## src/rtl/vga_axil_master_fsm_if.sv

```systemverilog
// AXI-Lite bus bundle between the command-driven master and an AXI-Lite slave.
// Signal names keep the master's point of view (_o driven by master, _i driven by slave).
interface vga_axil_master_fsm_if #(
    parameter int ADDR_W = 32,
    parameter int DATA_W = 32
);
    logic [ADDR_W-1:0]   awaddr_o;
    logic [2:0]          awprot_o;
    logic                awvalid_o;
    logic                awready_i;
    logic [DATA_W-1:0]   wdata_o;
    logic [DATA_W/8-1:0] wstrb_o;
    logic                wvalid_o;
    logic                wready_i;
    logic [1:0]          bresp_i;
    logic                bvalid_i;
    logic                bready_o;
    logic [ADDR_W-1:0]   araddr_o;
    logic [2:0]          arprot_o;
    logic                arvalid_o;
    logic                arready_i;
    logic [DATA_W-1:0]   rdata_i;
    logic [1:0]          rresp_i;
    logic                rvalid_i;
    logic                rready_o;

    modport master (
        output awaddr_o, awprot_o, awvalid_o, wdata_o, wstrb_o, wvalid_o, bready_o,
               araddr_o, arprot_o, arvalid_o, rready_o,
        input  awready_i, wready_i, bresp_i, bvalid_i, arready_i, rdata_i, rresp_i, rvalid_i
    );

    modport slave (
        input  awaddr_o, awprot_o, awvalid_o, wdata_o, wstrb_o, wvalid_o, bready_o,
               araddr_o, arprot_o, arvalid_o, rready_o,
        output awready_i, wready_i, bresp_i, bvalid_i, arready_i, rdata_i, rresp_i, rvalid_i
    );
endinterface

```

## src/rtl/vga_axil_master_fsm.sv

```systemverilog
// Single-outstanding AXI-Lite master: turns native read/write commands into AW/W/B or AR/R
// transfers and reports completion with a one-cycle response pulse.
module vga_axil_master_fsm #(
    parameter int ADDR_W = 32,
    parameter int DATA_W = 32
) (
    input  logic                  clk_i,
    input  logic                  rst_i,
    input  logic                  cmd_valid_i,
    output logic                  cmd_ready_o,
    input  logic                  cmd_we_i,
    input  logic [ADDR_W-1:0]     cmd_addr_i,
    input  logic [DATA_W-1:0]     cmd_wdata_i,
    output logic                  rsp_valid_o,
    output logic [DATA_W-1:0]     rsp_rdata_o,
    output logic                  rsp_err_o,
    vga_axil_master_fsm_if.master axi
);

    typedef enum logic [2:0] {
        StIdle       = 3'd0,
        StWrAddrData = 3'd1,
        StWrResp     = 3'd2,
        StRdAddr     = 3'd3,
        StRdData     = 3'd4
    } state_t;

    state_t r_state;
    logic   r_aw_done;
    logic   r_w_done;

    logic w_cmd_hs;
    logic w_aw_hs;
    logic w_w_hs;
    logic w_b_hs;
    logic w_ar_hs;
    logic w_r_hs;
    logic w_aw_all;
    logic w_w_all;

    assign w_cmd_hs = cmd_valid_i && cmd_ready_o;
    assign w_aw_hs  = axi.awvalid_o && axi.awready_i;
    assign w_w_hs   = axi.wvalid_o && axi.wready_i;
    assign w_b_hs   = axi.bvalid_i && axi.bready_o;
    assign w_ar_hs  = axi.arvalid_o && axi.arready_i;
    assign w_r_hs   = axi.rvalid_i && axi.rready_o;
    // AW and W may finish in either order or together; each side counts once.
    assign w_aw_all = r_aw_done || w_aw_hs;
    assign w_w_all  = r_w_done || w_w_hs;

    assign axi.awprot_o = 3'b000;
    assign axi.arprot_o = 3'b000;

    // NOTE: every output below is a flop updated with non-blocking assignments, so no slave
    // input ever reaches an output combinationally and all regs see the same pre-edge values.
    always_ff @(posedge clk_i) begin
        if (rst_i) begin
            r_state       <= StIdle;
            r_aw_done     <= 1'b0;
            r_w_done      <= 1'b0;
            cmd_ready_o   <= 1'b0;
            rsp_valid_o   <= 1'b0;
            rsp_err_o     <= 1'b0;
            rsp_rdata_o   <= '0;
            axi.awaddr_o  <= '0;
            axi.awvalid_o <= 1'b0;
            axi.wdata_o   <= '0;
            axi.wstrb_o   <= '0;
            axi.wvalid_o  <= 1'b0;
            axi.bready_o  <= 1'b0;
            axi.araddr_o  <= '0;
            axi.arvalid_o <= 1'b0;
            axi.rready_o  <= 1'b0;
        end else begin
            rsp_valid_o <= 1'b0;
            case (r_state)
                StIdle: begin
                    cmd_ready_o <= 1'b1;
                    r_aw_done   <= 1'b0;
                    r_w_done    <= 1'b0;
                    if (w_cmd_hs) begin
                        cmd_ready_o <= 1'b0;
                        if (cmd_we_i) begin
                            r_state       <= StWrAddrData;
                            axi.awaddr_o  <= cmd_addr_i;
                            axi.wdata_o   <= cmd_wdata_i;
                            axi.wstrb_o   <= '1;
                            axi.awvalid_o <= 1'b1;
                            axi.wvalid_o  <= 1'b1;
                        end else begin
                            r_state       <= StRdAddr;
                            axi.araddr_o  <= cmd_addr_i;
                            axi.arvalid_o <= 1'b1;
                        end
                    end
                end
                StWrAddrData: begin
                    if (w_aw_hs) begin
                        axi.awvalid_o <= 1'b0;
                        r_aw_done     <= 1'b1;
                    end
                    if (w_w_hs) begin
                        axi.wvalid_o <= 1'b0;
                        r_w_done     <= 1'b1;
                    end
                    if (w_aw_all && w_w_all) begin
                        r_state      <= StWrResp;
                        axi.bready_o <= 1'b1;
                    end
                end
                StWrResp: begin
                    if (w_b_hs) begin
                        r_state      <= StIdle;
                        axi.bready_o <= 1'b0;
                        rsp_valid_o  <= 1'b1;
                        rsp_err_o    <= (axi.bresp_i != 2'b00);
                        cmd_ready_o  <= 1'b1;
                    end
                end
                StRdAddr: begin
                    if (w_ar_hs) begin
                        r_state       <= StRdData;
                        axi.arvalid_o <= 1'b0;
                        axi.rready_o  <= 1'b1;
                    end
                end
                StRdData: begin
                    if (w_r_hs) begin
                        r_state      <= StIdle;
                        axi.rready_o <= 1'b0;
                        rsp_rdata_o  <= axi.rdata_i;
                        rsp_valid_o  <= 1'b1;
                        rsp_err_o    <= (axi.rresp_i != 2'b00);
                        cmd_ready_o  <= 1'b1;
                    end
                end
                // NOTE: an illegal encoding drops every handshake and recovers through idle.
                default: begin
                    r_state       <= StIdle;
                    cmd_ready_o   <= 1'b0;
                    axi.awvalid_o <= 1'b0;
                    axi.wvalid_o  <= 1'b0;
                    axi.bready_o  <= 1'b0;
                    axi.arvalid_o <= 1'b0;
                    axi.rready_o  <= 1'b0;
                end
            endcase
        end
    end

endmodule

```

## src/flat_wrapper.sv

```systemverilog
// flat-port wrapper written by rule: the top's interface ports become plain ports
module vga_axil_master_fsm_flat 
#(
    parameter int ADDR_W = 32,
    parameter int DATA_W = 32
)
  (clk_i, rst_i, cmd_valid_i, cmd_ready_o, cmd_we_i, cmd_addr_i, cmd_wdata_i, rsp_valid_o, rsp_rdata_o, rsp_err_o, axi_awaddr_o, axi_awprot_o, axi_awvalid_o, axi_wdata_o, axi_wstrb_o, axi_wvalid_o, axi_bready_o, axi_araddr_o, axi_arprot_o, axi_arvalid_o, axi_rready_o, axi_awready_i, axi_wready_i, axi_bresp_i, axi_bvalid_i, axi_arready_i, axi_rdata_i, axi_rresp_i, axi_rvalid_i);
  vga_axil_master_fsm_if #(.ADDR_W(ADDR_W), .DATA_W(DATA_W)) axi_i ();
  input  logic clk_i;
  input  logic rst_i;
  input  logic cmd_valid_i;
  output logic cmd_ready_o;
  input  logic cmd_we_i;
  input  logic [ADDR_W-1:0] cmd_addr_i;
  input  logic [DATA_W-1:0] cmd_wdata_i;
  output logic rsp_valid_o;
  output logic [DATA_W-1:0] rsp_rdata_o;
  output logic rsp_err_o;
  output wire logic [$bits(axi_i.awaddr_o)-1:0] axi_awaddr_o;
  output wire logic [$bits(axi_i.awprot_o)-1:0] axi_awprot_o;
  output wire logic [$bits(axi_i.awvalid_o)-1:0] axi_awvalid_o;
  output wire logic [$bits(axi_i.wdata_o)-1:0] axi_wdata_o;
  output wire logic [$bits(axi_i.wstrb_o)-1:0] axi_wstrb_o;
  output wire logic [$bits(axi_i.wvalid_o)-1:0] axi_wvalid_o;
  output wire logic [$bits(axi_i.bready_o)-1:0] axi_bready_o;
  output wire logic [$bits(axi_i.araddr_o)-1:0] axi_araddr_o;
  output wire logic [$bits(axi_i.arprot_o)-1:0] axi_arprot_o;
  output wire logic [$bits(axi_i.arvalid_o)-1:0] axi_arvalid_o;
  output wire logic [$bits(axi_i.rready_o)-1:0] axi_rready_o;
  input wire logic [$bits(axi_i.awready_i)-1:0] axi_awready_i;
  input wire logic [$bits(axi_i.wready_i)-1:0] axi_wready_i;
  input wire logic [$bits(axi_i.bresp_i)-1:0] axi_bresp_i;
  input wire logic [$bits(axi_i.bvalid_i)-1:0] axi_bvalid_i;
  input wire logic [$bits(axi_i.arready_i)-1:0] axi_arready_i;
  input wire logic [$bits(axi_i.rdata_i)-1:0] axi_rdata_i;
  input wire logic [$bits(axi_i.rresp_i)-1:0] axi_rresp_i;
  input wire logic [$bits(axi_i.rvalid_i)-1:0] axi_rvalid_i;
  assign axi_awaddr_o = axi_i.awaddr_o;
  assign axi_awprot_o = axi_i.awprot_o;
  assign axi_awvalid_o = axi_i.awvalid_o;
  assign axi_wdata_o = axi_i.wdata_o;
  assign axi_wstrb_o = axi_i.wstrb_o;
  assign axi_wvalid_o = axi_i.wvalid_o;
  assign axi_bready_o = axi_i.bready_o;
  assign axi_araddr_o = axi_i.araddr_o;
  assign axi_arprot_o = axi_i.arprot_o;
  assign axi_arvalid_o = axi_i.arvalid_o;
  assign axi_rready_o = axi_i.rready_o;
  assign axi_i.awready_i = axi_awready_i;
  assign axi_i.wready_i = axi_wready_i;
  assign axi_i.bresp_i = axi_bresp_i;
  assign axi_i.bvalid_i = axi_bvalid_i;
  assign axi_i.arready_i = axi_arready_i;
  assign axi_i.rdata_i = axi_rdata_i;
  assign axi_i.rresp_i = axi_rresp_i;
  assign axi_i.rvalid_i = axi_rvalid_i;
  vga_axil_master_fsm #(.ADDR_W(ADDR_W), .DATA_W(DATA_W)) u_core (.clk_i(clk_i), .rst_i(rst_i), .cmd_valid_i(cmd_valid_i), .cmd_ready_o(cmd_ready_o), .cmd_we_i(cmd_we_i), .cmd_addr_i(cmd_addr_i), .cmd_wdata_i(cmd_wdata_i), .rsp_valid_o(rsp_valid_o), .rsp_rdata_o(rsp_rdata_o), .rsp_err_o(rsp_err_o), .axi(axi_i));
endmodule
```

## config.mk

```make
export PLATFORM = sky130hd
export DESIGN_NAME = vga_axil_master_fsm_flat
export DESIGN_NICKNAME = d
export VERILOG_FILES = /design/src/rtl/vga_axil_master_fsm_if.sv /design/src/rtl/vga_axil_master_fsm.sv /design/src/flat_wrapper.sv
export SDC_FILE = /design/constraint.sdc
export NUM_CORES = 1
export LEC_CHECK = 0
export CAP_MARGIN = 20
export CORE_AREA = 2 2 83 165
export CTS_CLUSTER_DIAMETER = 80
export DETAILED_ROUTE_END_ITERATION = 8
export DIE_AREA = 0 0 85 167
export GPL_TIMING_DRIVEN = 0
export PLACE_DENSITY_LB_ADDON = 0.1
export SYNTH_ARGS = -nofsm -noshare
export SYNTH_HDL_FRONTEND = slang
export SYNTH_SLANG_ARGS = --single-unit
```

## constraint.sdc

```tcl
create_clock -name clk_i -period 2.9 [get_ports clk_i]
set_input_delay 0.29 -clock clk_i [delete_from_list [all_inputs] [get_ports clk_i]]
set_output_delay 0.29 -clock clk_i [all_outputs]
set_load 0.03 [all_outputs]
```

# Word level (Yosys, flattened, before mapping)
# Index checks and enable logic that the tools add are counted.
[totals]
reg_bits = 142
input_bits = 109
out_inout_bits = 146
word_cells = 104
[classes]
eq_ne = 13
muxes = 37
bitwise_logic = 6
n_reduce_logical = 32
[ops]
columns = ["cell", "n"]
rows = [
  ["1-bit 2-to-1 mux", 20],
  ["3-bit AND reduction", 6],
  ["3-bit 2-to-1 mux", 5],
  ["1-bit one-hot mux with 3 select lines", 5],
  ["3-bit one-hot mux with 5 select lines", 1],
  ["2-bit by 1-bit != test with 1-bit output (second input constant)", 7],
  ["4-bit AND reduction", 3],
  ["3-bit OR reduction", 4],
  ["1-bit one-hot mux with 2 select lines", 4],
  ["2-bit nonzero test", 4],
  ["1-bit logical AND", 7],
  ["3-bit by 2-bit == test with 1-bit output (second input constant)", 2],
  ["1-bit inverter", 6],
  ["2-bit AND reduction", 3],
  ["5-bit AND reduction", 1],
  ["2-bit != test (second input constant)", 2],
  ["1-bit one-hot mux with 4 select lines", 1],
  ["3-bit by 1-bit == test with 1-bit output (second input constant)", 1],
  ["3-bit == test (second input constant)", 1],
  ["3-bit zero test", 1],
  ["1-bit logical OR", 2],
  ["2-bit 2-to-1 mux", 1],
  ["2-bit OR reduction", 1],
]

# Logic depth before layout (Yosys ltp)
[logic_depth]
word_depth = 5
ltp_mapped = 7
depth_no_buf = 4

# Least setup slack after synthesis
# OpenSTA, ideal clock, no wires.
[synth_timing]
path_kind = "reg2reg"
startpoint = "reg u_core.cmd_ready_o"
endpoint = "reg u_core.axi.wdata_o[25]"
setup_time_ns = 0.071
t_arrival_ns = 1.455
required_ns = 2.829
setup_slack_ns = 1.374
stages_incl_launch_ff = 7
path_buffers = 2
synth_period_minus_slack_ns = 1.526
cell_sequence = "dfxtp_1 > and3b_1 > and3_1 > buf_2 > buf_2 > nand2_1 > a21oi_1"
[synth_via]
elab_chain_cells = 2
[synth_rtl]
columns = ["element", "line", "source"]
rows = [
  ["from (decl)", "vga_axil_master_fsm.sv:10", "output logic cmd_ready_o,"],
  ["from (signal assigned)", "vga_axil_master_fsm.sv:61", "cmd_ready_o <= 1'b0;"],
  ["from (signal assigned)", "vga_axil_master_fsm.sv:78", "cmd_ready_o <= 1'b1;"],
  ["from (signal assigned)", "vga_axil_master_fsm.sv:82", "cmd_ready_o <= 1'b0;"],
  ["1-bit logical AND", "vga_axil_master_fsm.sv:41", "assign w_cmd_hs = cmd_valid_i && cmd_ready_o;"],
  ["3-bit AND reduction (no line)", "-", ""],
  ["to (signal assigned)", "vga_axil_master_fsm.sv:86", "axi.wdata_o <= cmd_wdata_i;"],
  ["to (decl)", "vga_axil_master_fsm_if.sv:28", "output awaddr_o, awprot_o, awvalid_o, wdata_o, wstrb_o, wvalid_o, bready_o,"],
]
# Every way passes these cells.
# A chain may end at the register's enable or synchronous reset.

==> flow_metrics.py <==
metrics = {
    "drt": {
        "routed_wl_um": 17000,
        "final_antenna_net_count": 0,
        "drc": 0,
        "dr.pass1.iters": 5,
        "routed-via-count": 5397,
        "viasPerCell": 4.93,
        "drtIter0Drc": 164,
        "avgRoutedWirePerCell_um": 15.5,
    },
    "run_status": {
        "run_status": "finished clean",
    },
    "floorplanning": {
        "fp-row-count": 59,
        "die_w_um": 85,
        "io_pins": 255,
        "die_h_um": 167,
        "coreArea_um2": 12900,
        "dieArea_um2": 14200,
        "start_util_pct": 40.4,
    },
    "place": {
        "dp_hpwl_um": 13300,
        "place.port_buffers": 247,
        "placed_cell_area_um2": 7900,
        "gp_congestion": 0.846,
    },
    "timing": {
        "drv_slew": 0,
        "min_period_ps": 1890,
        "whs_ps": 427,
        "max_freq_ghz": 0.528,
        "rsz0062_at_grt": "false",
        "slew_headroom_pct": 59.5,
        "tns_ps": 0,
        "period_share_pct": 65.3,
        "setup_viol": 0,
        "fin_skew_ps": 11.8,
        "hold_violations": 0,
        "worstMarginPinSlew_ps": 602,
    },
    "power": {
        "peakVddDrop_uv": 468,
        "power_density_nw_per_um2": 633,
        "power_mw": 5.35,
        "leakagePower_nw": 2.94,
    },
    "clock_tree": {
        "holdBufCountCts": 0,
        "post-cts-setup-buffers": 0,
        "ctsResizeCount": 0,
        "clk_path_buf_depth": 2,
        "numClockSinks": 142,
        "cts_tree": "built",
        "numCtsBuffers": 17,
        "clk_latency_ps": 410,
        "htree_num_levels": 4,
        "cts-root-buf": "clkbuf_16",
        "clk_pin_slew_ps": 60,
    },
    "global_route": {
        "grt_pass1_wl_um": 27000,
        "gr-total-overflow": 0,
        "grt_max_degree": 17,
        "antenna_found_initial": 0,
        "grtUsageTotal_pct": 24.1,
        "grt_pass1_vias": 5635,
    },
    "cells_and_area": {
        "fillers": 1151,
        "fin_area_um2": 8450,
        "num_antenna_cells": 0,
        "final_nets": 1040,
        "syn2layout_area_growth_pct": 62.0,
        "drive_gt1_share_pct": 7.21,
    },
    "worst_setup_path": {
        "path_max_fanout": 5,
        "reg2reg_setup_slack_ps": 1040,
        "crit_type": "reg2out",
        "critPathArrivalTime_ps": 1600,
        "critPathCaptureType": "primary output",
        "crit_path_start_kind": "register",
        "cp.required_ps": 2610,
    },
    "logic_synthesis": {
        "seq_area_frac_synth_pct": 54.5,
        "synth_seq_cells": 142,
        "syn_area_um2": 5220,
        "synth_cell_types": 33,
        "syn_avg_cell_area_um2": 7.90,
        "ys_warn_count": 0,
        "synth_cells": 660,
    },
    "worst_hold_path": {
        "min_path_type": "in2reg",
    },
    "flow_run": {
        "cap_violations": 0,
    },
}
[final cells by class]
cell class	instances	area, um^2	area share (%)
inverters	1	3.75	0.0444
multi-input cells	466	2100	24.8
well taps	152	190	2.25
clock buffers	21	460	5.45
flip-flops and latches	142	2840	33.7
plain buffers	56	292	3.45
clock inverters	10	90.1	1.07
repair buffers	247	2470	29.3
[registers in the layout, indices dropped and copies added, names as in the netlist]
name	count
u_core.axi.wstrb_o	1
u_core.rsp_valid_o	1
u_core.axi.araddr_o	32
u_core.axi.awvalid_o	1
u_core.axi.awaddr_o	32
u_core.rsp_rdata_o	32
u_core.r_w_done	1
u_core.r_aw_done	1
u_core.axi.rready_o	1
u_core.rsp_err_o	1
u_core.axi.arvalid_o	1
u_core.axi.bready_o	1
u_core.r_state	3
u_core.cmd_ready_o	1
u_core.axi.wdata_o	32
u_core.axi.wvalid_o	1
[worst paths after layout]
path,startpoint,end,cells after the start
hold / removal,cmd_wdata_i[17],u_core.axi.wdata_o[17]$_SDFFE_PP0P_,3
setup / recovery,u_core.axi.wstrb_o[0]$_SDFFE_PP0P_,axi_wstrb_o[1],2
setup reg to reg,u_core.r_state[2]$_SDFFE_PP0P_,u_core.axi.araddr_o[27]$_SDFFE_PP0P_,5
hold reg to reg,u_core.axi.araddr_o[20]$_SDFFE_PP0P_,u_core.axi.araddr_o[20]$_SDFFE_PP0P_,2
[cell usage in the layout, fill, tap and decap left out, drive strengths merged, types with 2 or more instances in the layout]
master	n
nand2	264
clkdlybuf4s50	247
dfxtp	142
a21oi	138
clkbuf	45
buf	32
nor2	11
o21ai	6
conb	6
nor3	5
clkinv	5
nor3b	4
nand2b	4
mux2i	4
nand3	3
a31oi	3
clkinvlp	3
and2	2
a2bb2oi	2
nor2b	2
a211oi	2
or2	2
inv	2
[worst max-delay path: stages (launching register included)]
cell	delay (ps)
dfxtp_1	400
buf_4	140
clkdlybuf4s50_1	660
[cells in the mapped netlist]
cell type	instances	area, um^2
nand2_1	264	991
dfxtp_1	142	2840
a21oi_1	135	676
clkbuf_1	24	90.1
buf_2	20	100
nor2_1	10	37.5
buf_4	9	67.6
o21ai_0	6	30.0
nor3_1	5	25.0
mux2i_1	4	40.0
nand2b_1	4	25.0
nor3b_1	4	30.0
a21oi_2	3	26.3
a31oi_1	3	18.8
buf_6	3	33.8
nand3_1	3	15.0
a211oi_1	2	15.0
a2bb2oi_1	2	17.5
and2_1	2	12.5
nor2b_1	2	12.5
a2111oi_2	1	15.0
a211o_1	1	8.76
a22oi_1	1	7.51
and3_1	1	6.26
and3b_1	1	8.76
conb_1	1	3.75
inv_1	1	3.75
nand3b_1	1	7.51
nor2_2	1	6.26
nor4_4	1	21.3
o31ai_1	1	7.51
or2_0	1	6.26
or2_2	1	6.26
[per-stage QoR]
stage	util [%]	std cells	worst slack, ps
final	65.4	1095	1010
after global routing	65.4	1095	883
after CTS	65.4	1095	995
after detailed placement	61.1	1064	858
after global placement	61.1	1064	889
after floorplan	-	665	1370
[power by group]
part	total, mW	leakage, nW	switching, mW	internal (mW)
Sequential	2.15	1.15	0.0752	2.07
Combinational	1.17	1.53	0.678	0.495
Clock	2.02	0.265	0.807	1.22
Total	5.35	2.94	1.56	3.79
[metal layers]
metal  up-vias  GRT usage (%)  part of all wire, %
li1       2667              -                    -
met1      2467           22.0                   33
met2       218           46.2                   56
met3        45           5.70                  6.1
met4         0           13.7                  4.7
met5         -              0                    0
[cell families (layout without fill, tap and decap cells)]
| kind of cell | count (synthesis) | in the layout | share of synthesized area, % |
|---|---|---|---|
| AOI/OAI and AO/OA | 155 | 155 | 15.8 |
| buffers and inverters | 57 | 335 | 5.66 |
| DFF | 142 | 142 | 54.5 |
| muxes | 4 | 4 | 0.768 |
| other | 1 | 6 | 0.0719 |
| and+or+nand+nor | 301 | 301 | 23.2 |
Power figures use the tool's default switching activity.
